==> src/rtl/div_sequencer.sv <==
// div_sequencer: multi-cycle RISC-V M-extension divider sequencer
// (DIV, DIVU, REM, REMU) built on 32-bit restoring division.
//
// Ports:
//   clk        rising-edge clock
//   reset      synchronous, active-high; aborts any operation in flight
//   div_start  one-cycle request; honoured only in IDLE or DONE
//   div_op     00 DIV, 01 DIVU, 10 REM, 11 REMU (funct3[1:0])
//   dividend   rs1 operand, sampled only in the accepting cycle
//   divisor    rs2 operand, sampled only in the accepting cycle
//   div_busy   registered; high in SETUP, ITER and FIXUP
//   div_done   registered; one-cycle pulse while in DONE
//   result     registered quotient/remainder, held until the next load
//
// Timing from an accepted start in cycle T: normal divides finish with
// div_done at T+35; divide-by-zero and signed overflow finish at T+2.
module div_sequencer (
    input  logic        clk,
    input  logic        reset,
    input  logic        div_start,
    input  logic [1:0]  div_op,
    input  logic [31:0] dividend,
    input  logic [31:0] divisor,
    output logic        div_busy,
    output logic        div_done,
    output logic [31:0] result
);

    typedef enum logic [2:0] {IDLE, SETUP, ITER, FIXUP, DONE} state_t;

    state_t      state, state_next;

    logic [1:0]  op_q;          // captured operation
    logic [31:0] a_q, b_q;      // captured raw operands
    logic [31:0] rem;           // partial remainder
    logic [31:0] quo;           // dividend magnitude shifting out, quotient shifting in
    logic [31:0] dvs;           // divisor magnitude
    logic [4:0]  cnt;           // ITER step counter
    logic        neg_q, neg_r;

    logic        accept;
    logic        is_signed;     // DIV / REM
    logic        is_rem;        // REM / REMU
    logic        div_zero;
    logic        sgn_ovf;
    logic [32:0] shifted;       // {rem,quo} shifted left, upper 33 bits
    logic [32:0] diff;          // trial subtraction result

    assign accept    = div_start && (state == IDLE || state == DONE);
    assign is_signed = ~op_q[0];
    assign is_rem    = op_q[1];
    assign div_zero  = (b_q == 32'd0);
    assign sgn_ovf   = is_signed && (a_q == 32'h8000_0000) && (b_q == 32'hFFFF_FFFF);

    // One restoring step: bring the next dividend bit into the remainder and
    // try to subtract; a clear borrow bit means the subtraction fits.
    assign shifted = {rem, quo[31]};
    assign diff    = shifted - {1'b0, dvs};

    // ---------------- state register ----------------
    always_ff @(posedge clk) begin
        if (reset) state <= IDLE;
        else       state <= state_next;
    end

    // ---------------- next-state logic ----------------
    always_comb begin
        state_next = state;
        case (state)
            IDLE:  if (div_start) state_next = SETUP;
            SETUP: state_next = (div_zero || sgn_ovf) ? DONE : ITER;
            ITER:  if (cnt == 5'd31) state_next = FIXUP;
            FIXUP: state_next = DONE;
            DONE:  state_next = div_start ? SETUP : IDLE;
            default: state_next = IDLE;
        endcase
    end

    // Status outputs are registered from the next state so they line up
    // exactly with the state they describe.
    always_ff @(posedge clk) begin
        if (reset) begin
            div_busy <= 1'b0;
            div_done <= 1'b0;
        end else begin
            div_busy <= (state_next == SETUP) || (state_next == ITER) ||
                        (state_next == FIXUP);
            div_done <= (state_next == DONE);
        end
    end

    // ---------------- datapath ----------------
    always_ff @(posedge clk) begin
        if (reset) begin
            op_q   <= 2'd0;
            a_q    <= 32'd0;
            b_q    <= 32'd0;
            rem    <= 32'd0;
            quo    <= 32'd0;
            dvs    <= 32'd0;
            cnt    <= 5'd0;
            neg_q  <= 1'b0;
            neg_r  <= 1'b0;
            result <= 32'd0;
        end else begin
            if (accept) begin
                op_q <= div_op;
                a_q  <= dividend;
                b_q  <= divisor;
            end
            case (state)
                SETUP: begin
                    cnt <= 5'd0;
                    rem <= 32'd0;
                    if (div_zero) begin
                        result <= is_rem ? a_q : 32'hFFFF_FFFF;
                    end else if (sgn_ovf) begin
                        result <= is_rem ? 32'd0 : 32'h8000_0000;
                    end
                    if (is_signed) begin
                        quo   <= a_q[31] ? (32'd0 - a_q) : a_q;
                        dvs   <= b_q[31] ? (32'd0 - b_q) : b_q;
                        neg_q <= a_q[31] ^ b_q[31];
                        neg_r <= a_q[31];
                    end else begin
                        quo   <= a_q;
                        dvs   <= b_q;
                        neg_q <= 1'b0;
                        neg_r <= 1'b0;
                    end
                end
                ITER: begin
                    if (!diff[32]) rem <= diff[31:0];
                    else           rem <= shifted[31:0];
                    quo <= {quo[30:0], ~diff[32]};
                    cnt <= cnt + 5'd1;
                end
                FIXUP: begin
                    if (is_rem) result <= neg_r ? (32'd0 - rem) : rem;
                    else        result <= neg_q ? (32'd0 - quo) : quo;
                end
                default: ;
            endcase
        end
    end

endmodule

==> config.mk <==
export PLATFORM = sky130hd
export DESIGN_NAME = div_sequencer
export DESIGN_NICKNAME = d
export VERILOG_FILES = /design/src/rtl/div_sequencer.sv
export SDC_FILE = /design/constraint.sdc
export NUM_CORES = 1
export LEC_CHECK = 0
export ABC_AREA = 1
export CAP_MARGIN = 15
export CORE_UTILIZATION = 50
export DETAILED_ROUTE_END_ITERATION = 16
export PLACE_DENSITY = 0.69
export SLEW_MARGIN = 0
export SYNTH_ARGS = -nofsm -noshare
export SYNTH_HDL_FRONTEND = slang
export SYNTH_SLANG_ARGS = --single-unit
==> constraint.sdc <==
create_clock -name clk -period 2.25 [get_ports clk]
set_input_delay 0.225 -clock clk [delete_from_list [all_inputs] [get_ports clk]]
set_output_delay 0.225 -clock clk [all_outputs]
set_load 0.05 [all_outputs]
### Word level (Yosys, flattened, before mapping)

Cells that the tools add are included.

| word-level totals | value |
|---|---|
| bits in registers | 206 |
| input port bits | 69 |
| logic and storage cells | 69 |

| cells by class | value |
|---|---|
| add/sub/neg operators | 6 |
| eq/ne operators | 12 |
| multiplexer cells | 23 |
| bitwise gates (word level) | 3 |
| reduce and logical (&&, ||, !) cells | 12 |

Operators with widths:

| cell | number |
|---|---|
| $mux 32 | 12 |
| $pmux 32 s2 | 3 |
| $sub 1x32->32 const A | 4 |
| $eq 32x32->1 const B | 2 |
| $sub 33x32->33 | 1 |
| $logic_not 32->1 | 1 |
| $pmux 3 s5 | 1 |
| $eq 3x2->1 const B | 4 |
| $pmux 5 s2 | 1 |
| $mux 3 | 3 |
| $eq 3x1->1 const B | 2 |
| $eq 3x3->1 const B | 2 |
| $add 5x1->5 const B | 1 |
| $eq 5x5->1 const B | 1 |
| $logic_or 1x1->1 | 4 |
| $reduce_bool 2->1 | 2 |
| $logic_and 1x1->1 | 3 |
| $logic_not 3->1 | 1 |
| $mux 1 | 3 |
| $ne 3x3->1 const B | 1 |
| $not 1->1 | 2 |
| $reduce_and 2->1 | 1 |
| $xor 1x1->1 | 1 |

### Logic depth before layout (Yosys ltp)

Gate-level depths: netlist (run 1).

| depth | value |
|---|---|
| depth after elaboration | 9 |
| mapped depth | 18 |

### Worst setup path after synthesis (run 1)

No wires, ideal clock.

| timing path | value |
|---|---|
| path type | flip-flop to flip-flop |
| start point | register quo[31] |
| end point | register rem[10] |
| setup time | 0.132 ns |
| arrival | 2.050 ns |
| slack | 0.068 ns |
| cell stages (with the launch flop) | 18 |
| path buffers | 1 |
| cell sequence | dfxtp_1 -> inv_1 -> ha_1 -> inv_1 -> fa_1 -> nand2_1 -> nand2_1 -> nand3_1 -> nand2_2 -> nand2_1 -> nand2_2 -> nand2_4 -> nand3_4 -> nand2_4 -> buf_6 -> nand2_1 -> nand3_1 -> a21oi_1 |

| on the way | value |
|---|---|
| cells in the longest elaborated chain, start to end | 3 |

Ends and longest elaborated chain:

| element | RTL line | RTL |
|---|---|---|
| from (decl) | 36 | `logic [31:0] quo;` |
| from (signal assigned) | 121 | `quo <= a_q[31] ? (32'd0 - a_q) : a_q;` |
| from (signal assigned) | 126 | `quo <= a_q;` |
| from (signal assigned) | 135 | `quo <= {quo[30:0], ~diff[32]};` |
| $sub 33x32->33 | 58 | `assign diff = shifted - {1'b0, dvs};` |
| $mux 32 | 133 | `if (!diff[32]) rem <= diff[31:0];` |
| $pmux 32 s2 | 111 | `case (state)` |
| to (signal assigned) | 133 |  |
| to (signal assigned) | 134 | `else rem <= shifted[31:0];` |
| to (decl) | 35 | `logic [31:0] rem;` |

No other way between the ends.
A chain may end at the register's enable or synchronous reset.

### Worst setup path in the final report (run 1)

| timing path | value |
|---|---|
| start point | register quo[31] |
| end point | register rem[23] |

The elaborated chain is that of the path after synthesis.

==> results.toml, run 1 <==
[outcome]
status = "finished, violations left"
violations = "negative setup slack"

[synth]
yosysWarningCount = 0
synthMuxAreaShare = 0
synth-edff-count = 0
synth_fa_ha_area_frac = 0.0347
ys_seq_area_frac = 0.282
syn_nets = 2554
synth_compound_area_frac = 0.169
syn_area_sq_um = 14600
synth_xor_area_frac = 0.0216
synthDistinctLibCells = 49
synth_top_family_by_area = "simple AND/OR/NAND/NOR gates"
synthSimpleGateAreaFrac = 0.382
synth_seq_cells = 206
async_flop_share = 0
synthCells = 2445
ys.flop_type = "dfxtp_1"
syn-mean-instance-area_sq_um = 5.98

[run]
drv_cap = 0

[critical_path]
worstPathMaxFanout = 5
cp-end-kind = "register"
arrival_ns = 2.71
cp_data_required_time_ns = 2.70
start_kind = "register"
worstSetupPathType = "reg2reg"

[grt]
grt_max_degree = 80
grt_pass1_vias = 15500
grt_overflow = 0
grtUsageTotal = 0.344
grt_pass1_wl_um = 82900
antenna_found_initial = 0

[sta]
fin_ws_ns = -0.00312
setup_viol = 2
rsz0062_at_grt = "yes"
finalCritPeriodShare = 1.00
hold_viol_final = 0
finClkSkew_ns = 0.0267
maxSlewHeadroom = 0.314
worst_slew_pin_slew_ns = 1.03
slew_viol_final = 0
min_period_ns = 2.25
fmax_mhz = 444
setup_tns_ns = -0.00332

[floorplanning]
ios = 103
die-area_sq_um = 29900
initial_core_util = 0.508
core_area_sq_um = 28800
num_rows = 62
die_x_um = 173
fp.dieH_um = 173

[cells_and_area]
num-fill-cells = 2653
syn_to_final_growth_pct = 30.1
drive_gt1_frac = 0.174
final_nets = 2769
insertedDiodeCount = 0
multi_input_area_sq_um = 9760
final_area_sq_um = 19000
register_area_sq_um = 4140

[clock_network]
cts-root-buf = "clkbuf_16"
cts_made_buffers = 24
htreeDepth = 1
clk_pin_slew_ns = 0.06
numClockSinks = 206
hold_buffers = 0
clk_latency_ns = 0.55
cts_buffer_depth = 3
cts_tree = "yes"

[pwr]
leakage_nw = 8.79
pwr-share-clk = 0.279
intPower_w = 0.00948
swShare = 0.402
total_power_w = 0.0159
ir_worst_vdd_mv = 0.551
p_switching_w = 0.00637
comb_power_share = 0.458
seqPwrFrac = 0.263
power_density_nw_per_um2 = 833

[detailed_routing]
drc = 0
wl_per_cell_um = 17.4
drt_iter0_drc = 1847
postRouteAntennaNets = 0
vias = 17100
vias_per_cell = 5.58
wl_um = 53400
first_pass_iters = 6

[placement]
finalWeightedCongestion = 0.974
hpwl_um = 40500
numPortBuffers = 102
placed_area_sq_um = 17100

[min_path]
hold_path.class = "in2reg"
[layer usage]
metal	vias up	share of wire	routed length, um	global-route usage
met3	99	0.071	3800	0.0367
met4	0	0.031	1640	0.106
li1	8403	-	-	-
met5	-	0	0	0
met2	724	0.43	23100	0.532
met1	7845	0.47	24900	0.500
[final cells by class]
class | instances | area share
inverter | 313 | 0.0619
clock buffer | 30 | 0.0348
multi-input combinational | 1828 | 0.513
sequential | 206 | 0.218
clock inverter | 14 | 0.0124
timing repair buffer | 287 | 0.135
tap | 384 | 0.0252
[worst paths after layout]
| path | to | cells after the start | startpoint | slack [ns] |
|---|---|---|---|---|
| max | rem[23]$_SDFFE_PP0P_ | 18 | quo[31]$_SDFFE_PP0P_ | -0.003 |
| min | b_q[4]$_SDFFE_PP0P_ | 4 | reset | 0.23 |
| max reg2reg | rem[23]$_SDFFE_PP0P_ | 18 | quo[31]$_SDFFE_PP0P_ | -0.003 |
| min reg2reg | result[22]$_SDFFE_PP0P_ | 2 | result[22]$_SDFFE_PP0P_ | 0.45 |
[stage by stage]
stage,hold slack [ns],setup WS [ns],cells,util
floorplan,0.392,0.0676,2445,-
global placement,0.436,-0.0214,2998,0.593
detailed placement,0.437,-0.0934,2998,0.593
CTS,0.229,0.00229,3042,0.631
global route,0.281,-0.107,3062,0.661
finish,0.230,-0.00312,3062,0.661
[synth_stat cells (9+ instances only)]
| master | n | share of area |
|---|---|---|
| nand2_1 | 685 | 0.18 |
| inv_1 | 299 | 0.077 |
| nand3_1 | 271 | 0.093 |
| nor2_1 | 221 | 0.057 |
| dfxtp_1 | 206 | 0.28 |
| o21ai_0 | 189 | 0.065 |
| a21oi_1 | 176 | 0.060 |
| clkbuf_1 | 71 | 0.018 |
| ha_1 | 39 | 0.033 |
| nand4_1 | 33 | 0.014 |
| a31oi_1 | 28 | 0.012 |
| nor3_1 | 28 | 0.0096 |
| xor2_1 | 19 | 0.011 |
| o211ai_1 | 18 | 0.0092 |
| o22ai_1 | 18 | 0.0077 |
| xnor2_1 | 17 | 0.010 |
| inv_2 | 11 | 0.0028 |
| buf_2 | 10 | 0.0034 |
| buf_6 | 9 | 0.0069 |
| nand2_2 | 9 | 0.0038 |
| nand3b_1 | 9 | 0.0046 |
[repair_timing]
item                                    in CTS  in global routing
setup buffers                                0                 16
endpoints found under the setup margin      53                 78
gates cloned                                 0                  4
resized for setup                           30                183
pin swaps                                    3                 46
[cell families after synthesis]
logic type | after synthesis
buf+inv | 412
xor+xnor | 36
fa+ha+maj | 40
flops | 206
compound gates | 455
simple gates | 1296
[critical path: stages, from the launching register on]
cell     delay, ns
dfxtp_2       0.33
inv_2         0.08
ha_4          0.13
inv_4         0.03
fa_2          0.36
nand2_2       0.08
nand2_2       0.06
nand3_2       0.08
nand2_2       0.06
nand2_2       0.08
nand2_4       0.06
nand2_4       0.10
nand2_4       0.08
nand2_8       0.11
nand2_8       0.09
buf_12        0.15
nand2_1       0.07
nand3_1       0.09
a21oi_2       0.14
[power by group through the flow]
stage	combinational [W]	sequential [W]	clock, W
2_1_floorplan	0.00401	0.00415	0
3_3_place_gp	0.00609	0.00420	0
3_5_place_dp	0.00614	0.00420	0
4_1_cts	0.00630	0.00413	0.00447
5_1_grt	0.00792	0.00419	0.00458
6_report	0.00726	0.00416	0.00443
[cells in the final DEF (no fill, tap or decap), types with 12 or more instances in the layout]
master           count
nand4_1             33
a21oi_2             18
xnor2_1             15
nand2_4             12
clkbuf_16           26
o21ai_0            182
inv_2               27
buf_4              170
dfxtp_1            191
a21oi_1            159
ha_4                26
nand2_2             49
clkdlybuf4s50_1    101
nor3_1              21
o22ai_1             17
inv_1              283
o211ai_1            18
a31oi_1             28
nand3_1            247
dfxtp_2             15
nor2_2              22
nor2_1             202
xor2_1              19
nand3_2             23
nand2_1            637
[flip-flops by register name, summed over array words and instances, names as in the netlist, 2 cells and up]
signal	flops
state	3
a_q	32
rem	32
cnt	5
dvs	32
result	32
quo	32
op_q	2
b_q	32
(Power assumes the default switching activity.)
==> inputs of run 2 (changes only) <==
Settings changed: ABC_AREA 1 to default, PLACE_DENSITY 0.69 to 0.7.
==> run 2 against run 1 <==
Effect of this change: the flow still finishes with violations (negative setup slack); final cell count decreased by 22%; count of clock-buffer cells in the layout increased by 1; hold slack improved by 0.0023 ns; routed wire length decreased by 19%; via count decreased by 19%; die area decreased by 13%; sequential share of layout area increased by 0.90 points; utilization increased by 6.5 points; fmax decreased by 25%; register-to-register slack got worse by 0.76 ns; first-iteration DRC count decreased by 28%; flip-flop and latch count unchanged; largest power group unchanged.
==> results.toml, run 2 <==
[outcome]
status = "finished, violations left"
violations = "negative setup slack"

[critical_path]
cp_cell_sequence = "inv_2 > ha_4 > inv_2 > fa_2 > a211oi_2 > o211a_1 > o211ai_1 > and4_4 > o211a_4 > o311ai_4 > buf_12 > buf_6 > mux2i_1 > o21ai_1"
path_common_cell = "inv_2"
worstPathMaxFanout = 7
cp_data_required_time_ns = 2.64
crit_path_max_incr_delay_ns = 0.34
crit_slowest_cell = "fa_2"
worstSetupPathType = "reg2reg"
cp-end-kind = "register"
start_kind = "register"
arrival_ns = 3.40

[floorplanning]
die-area_sq_um = 26100
num_rows = 58
core_area_sq_um = 25100
fp.dieH_um = 162
die_x_um = 162
initial_core_util = 0.507
ios = 103

[detailed_routing]
first_pass_iters = 6
postRouteAntennaNets = 0
vias = 13800
drt_iter0_drc = 1329
wl_per_cell_um = 18.1
drc = 0
vias_per_cell = 5.78
wl_um = 43300

[cells_and_area]
final_nets = 2155
insertedDiodeCount = 0
final_area_sq_um = 18200
instances_no_fill = 2392
syn_to_final_growth_pct = 43.2
mostFrequentLayoutCells = "buf_4, nand2_1, dfxtp_1"
drive_gt1_frac = 0.262
mostFrequentLayoutCell = "buf_4"

[pwr]
ir_worst_vdd_mv = 0.656
comb_power_share = 0.368
swShare = 0.329
pwr-share-clk = 0.320
seqPwrFrac = 0.312
intPower_w = 0.00858
p_switching_w = 0.00421
leakage_nw = 7.44
power_density_nw_per_um2 = 701

[sta]
worst_slew_pin_slew_ns = 1.05
rsz0062_at_grt = "yes"
finClkSkew_ns = 0.0287
fin_ws_ns = -0.764
setup_viol = 73
maxSlewHeadroom = 0.297
slew_viol_final = 0
hold_viol_final = 0
finalCritPeriodShare = 1.34
fmax_mhz = 332
holdWs_ns = 0.232
min_period_ns = 3.01

[grt]
grt_pass1_vias = 13000
grt_overflow = 0
grtUsageTotal = 0.328
grt_max_degree = 105
grt_pass1_wl_um = 68400
antenna_found_initial = 0

[synth]
yosysMostFrequentCell = "nand2_1"
synthDistinctLibCells = 79
synth_top_cell_by_area = "dfxtp_1"
syn_nets = 1786
synth-edff-count = 0
synthCells = 1677
synth.area.top_cells = "dfxtp_1, nand2_1, a21oi_1"
syn_area_sq_um = 12700
async_flop_share = 0
ys.flop_type = "dfxtp_1"
synth_seq_cells = 206
syn-mean-instance-area_sq_um = 7.59
yosys-top-cells-count = "nand2_1, dfxtp_1, a21oi_1"
ys_seq_area_frac = 0.324
synth_top_area_frac = 0.324
yosysWarningCount = 0

[clock_network]
cts-root-buf = "clkbuf_16"
cts_tree = "yes"
cts_buffer_depth = 3
clk_latency_ns = 0.54
cts_made_buffers = 24
clk_pin_slew_ns = 0.06
htreeDepth = 1
numClockSinks = 206

[min_path]
hold_path.class = "in2reg"

[placement]
dp_cells = 2323
placed_area_sq_um = 16300
hpwl_um = 31800
finalWeightedCongestion = 1.01
numPortBuffers = 102

[run]
drv_cap = 0
[run 2: changes by cell type after synthesis, moves of 32 or more]
cell,previous run,this run
inv_1,299,50
nand3_1,271,22
a211oi_1,3,35
xor2_1,19,58
o21ai_0,189,96
xnor2_1,17,78
a22oi_1,0,34
nand2_1,685,276
nor2_1,221,143
[run 2: critical path, delay by kind of cell (launching register included)]
family / cells / cell delay [ns]
compound gates: 6 / 1.29
fa+ha+maj: 2 / 0.47
buf+inv: 4 / 0.41
flops: 1 / 0.32
mux: 1 / 0.20
simple gates: 1 / 0.18
[run 2: routing by layer]
layer | share of wire | GRT usage
met5 | 0 | 0
met4 | 0.029 | 0.101
met3 | 0.082 | 0.0493
met2 | 0.44 | 0.513
met1 | 0.45 | 0.463
[run 2: path summary, 6_finish.rpt]
kind	start	to	slack, ns	depth (start not counted)
max	quo[31]$_SDFFE_PP0P_	rem[1]$_SDFFE_PP0P_	-0.76	14
min	dividend[16]	a_q[16]$_SDFFE_PP0P_	0.23	3
max reg2reg	quo[31]$_SDFFE_PP0P_	rem[1]$_SDFFE_PP0P_	-0.76	14
min reg2reg	result[27]$_SDFFE_PP0P_	result[27]$_SDFFE_PP0P_	0.45	2
[run 2: per-stage QoR]
stage                     utilization  setup TNS [ns]  total power (W)  setup slack, ns
after floorplan                     -          -27.57          0.00638           -0.593
after global placement          0.650          -43.33          0.00798           -0.704
after detailed placement        0.650          -45.29          0.00806           -0.822
after CTS                       0.710          -40.86           0.0125           -0.831
after global routing            0.726          -46.99           0.0133           -0.893
final                           0.726          -38.45           0.0128           -0.764
[run 2: cell type report]
type | count | area, sq um
well taps | 330 | 413
clock buffers | 31 | 688
repair buffers | 452 | 3960
flip-flops and latches | 206 | 4130
multi-input cells | 1312 | 8710
fillers | 2011 | 6880
inverters | 50 | 188
clock inverters | 11 | 140
[run 2: power by group through the flow]
stage	sequential [W]	combinational, W	clock (W)
6_report	0.00399	0.00471	0.00410
2_1_floorplan	0.00409	0.00229	0
3_5_place_dp	0.00405	0.00400	0
4_1_cts	0.00398	0.00436	0.00411
5_1_grt	0.00400	0.00507	0.00426
3_3_place_gp	0.00405	0.00393	0
[run 2: what timing repair did]
item,4_1_cts,5_1_grt
hold endpoints to repair,3,0
cloned,8,2
hold buffers,1,0
setup buffers,16,7
resized for setup,85,101
setup endpoints to repair,78,98
pin swaps,39,56
[run 2: cell families after synthesis]
family	Yosys count	synth area share
flip-flops	206	0.324
adder cells (fa/ha/maj)	40	0.0399
AND/OR/NAND/NOR	599	0.218
buffers and inverters	162	0.0571
multiplexers	14	0.0110
XOR/XNOR	136	0.0935
AO/OA/AOI/OAI	520	0.257
==> variant: new RTL, flow settings as in run 1 <==
Re-encode `state_t` (5 states) as one-hot, 5 bits wide.
--- a/src/rtl/div_sequencer.sv
+++ b/src/rtl/div_sequencer.sv
@@ -27,5 +27,5 @@
 );
 
-    typedef enum logic [2:0] {IDLE, SETUP, ITER, FIXUP, DONE} state_t;
+    typedef enum logic [4:0] {IDLE = 5'b00001, SETUP = 5'b00010, ITER = 5'b00100, FIXUP = 5'b01000, DONE = 5'b10000} state_t;
 
     state_t      state, state_next;
Check against the original RTL: no difference found for any inputs over 10 cycles, from zero or initial values and one cycle with reset high; not proved beyond that.
==> variant against run 1 <==
The flow still finishes with violations (negative setup slack). Cell area is 0.91% lower. Synthesized cell count is 2.7% higher. Sequential cell count is 2 higher. Setup slack worse by 0.048 ns. Total power is 18% lower. Routed wire length is 3.3% higher. Clock skew hardly changed. Area after synthesis is 1.6% higher. Critical path type unchanged. Critical endpoint is now rem[28]$_SDFFE_PP0P_. Largest cell class unchanged. Highest routed layer unchanged.
==> variant: results (changes against run 1) <==
* Synth cell types at 44 (-10%)
* Final setup fails at 15 (+13)
* Maxcap violations at 0 (unchanged)
* Fin Setup TNS at -0.274 ns (-0.271 ns)
* Worst skew pair latency at 0.55 ns (about the same)
* Worst EP arrival at 2.76 ns (+0.05 ns)
* Clock skew at 0.0264 ns (-0.000274 ns)
* Post-detail-place hpwl at 41,500 um (+2.4%)
* Status: finished, violations left
* Synth cell count leaders: nand2_1 (667), inv_1 (313), nor2_1 (284)
* Leak Pwr at 8.83 nW (+0.48%)
* Nets at 2,800 (+1.1%)
* Pre-CTS setup slack at -0.116 ns (-0.0222 ns)
* Largest net degree at the start of global routing at 118 (+48%)
* Peak supply drop at 0.591 mV (+7.3%)
* Top cells by area, synth: dfxtp_1 (28%), nand2_1 (17%), nand3_1 (8.3%)
* First-pass GRT wire length at 84,400 um (+1.9%)
* Number of detailed-route iterations in the first pass at 5 (-1)
* Critical path peak fanout at 6 (+1)
* Vias/cell at 5.70 (+2.3%)
* GPL Wtd Cong at 1.01 (+3.9%)
* Clock tree buffer depth at 3 (unchanged)
* FILL cells at 2,695 (+1.6%)
* Rel. slew slack at 0.601 (+0.288)
* Worst setup margin at -0.0514 ns (-0.0482 ns)
* Number of global-route vias before repair at 15,545 (+0.064%)
* Total track usage at 0.350 (+0.00649)
* Failing checks: negative setup slack
* DRT iter0 DRCs at 2,130 (+15%)
variant: cell count changes after synthesis, sizes merged, moves of 4 or more:
cell | before | now
a21oi | 179 | 210
a31oi | 28 | 24
buf | 27 | 40
clkbuf | 72 | 64
inv | 310 | 325
nand2 | 699 | 682
nand3 | 274 | 251
nand4 | 33 | 38
nor2 | 230 | 291
nor4 | 4 | 0
o22ai | 18 | 13
or2 | 9 | 5
variant: layer usage:
metal / GRT usage / part of all wire / vias up
met3: 0.0488 / 0.099 / 130
met5: 0 / 0 / -
met4: 0.102 / 0.032 / 0
li1: - / - / 8524
met1: 0.522 / 0.45 / 8017
met2: 0.519 / 0.41 / 960
variant: cells by family after synthesis:
| kind of cell | after synthesis | synth area share |
|---|---|---|
| DFF | 208 | 0.280 |
| buffers and inverters | 432 | 0.114 |
| xor gates and xnor gates | 41 | 0.0242 |
| AOI/OAI and AO/OA | 479 | 0.174 |
| adders and majority gates | 40 | 0.0342 |
| and+or+nand+nor | 1311 | 0.374 |
variant: stage by stage:
stage	cell area [sq um]	cells
after floorplan	14900	2511
after global placement	17100	3039
after detailed placement	17100	3039
after CTS	18000	3083
after global routing	18900	3092
final	18900	3092
variant: layout make-up:
type                            count  area share
Clock inverter                      8     0.00624
Sequential cell                   208       0.221
Timing Repair Buffer              257       0.126
Tap cell                          384      0.0255
Clock buffer                       35      0.0378
Multi-Input combinational cell   1872       0.518
Inverter                          328      0.0654
variant: critical path, stage by stage, from the launching register on:
cell	delay (ns)
dfxtp_1	0.32
inv_1	0.08
ha_1	0.31
nand2_2	0.14
inv_2	0.04
nand2_1	0.05
nand2_1	0.07
nand2_1	0.08
nand2_2	0.08
a21oi_4	0.24
nand3_4	0.25
clkbuf_16	0.27
nand3_2	0.08
nand3_2	0.07
a21oi_2	0.14
variant: final timing paths:
check                                              from  cells after the start                      end  slack, ns
worst max-delay path               dvs[18]$_SDFFE_PP0P_                     14     rem[28]$_SDFFE_PP0P_      -0.05
worst min-delay path                              reset                      3      state[4]$_SDFF_PP0_       0.23
worst max register to register     dvs[18]$_SDFFE_PP0P_                     14     rem[28]$_SDFFE_PP0P_      -0.05
worst min register to register  result[31]$_SDFFE_PP0P_                      2  result[31]$_SDFFE_PP0P_       0.46
variant: power by group:
part           switching, mW  total [mW]  internal [mW]
sequential             0.200        4.10           3.90
combinational           3.08        4.77           1.69
clock                   1.66        4.19           2.53
variant: what timing repair did:
| action | CTS | global route |
|---|---|---|
| cloned | 1 | 5 |
| endpoints found under the hold margin | 0 | 0 |
| gates resized for setup | 13 | 147 |
| buffers inserted | 0 | 4 |
| endpoints found under the setup margin | 26 | 52 |
| pin swaps | 1 | 62 |
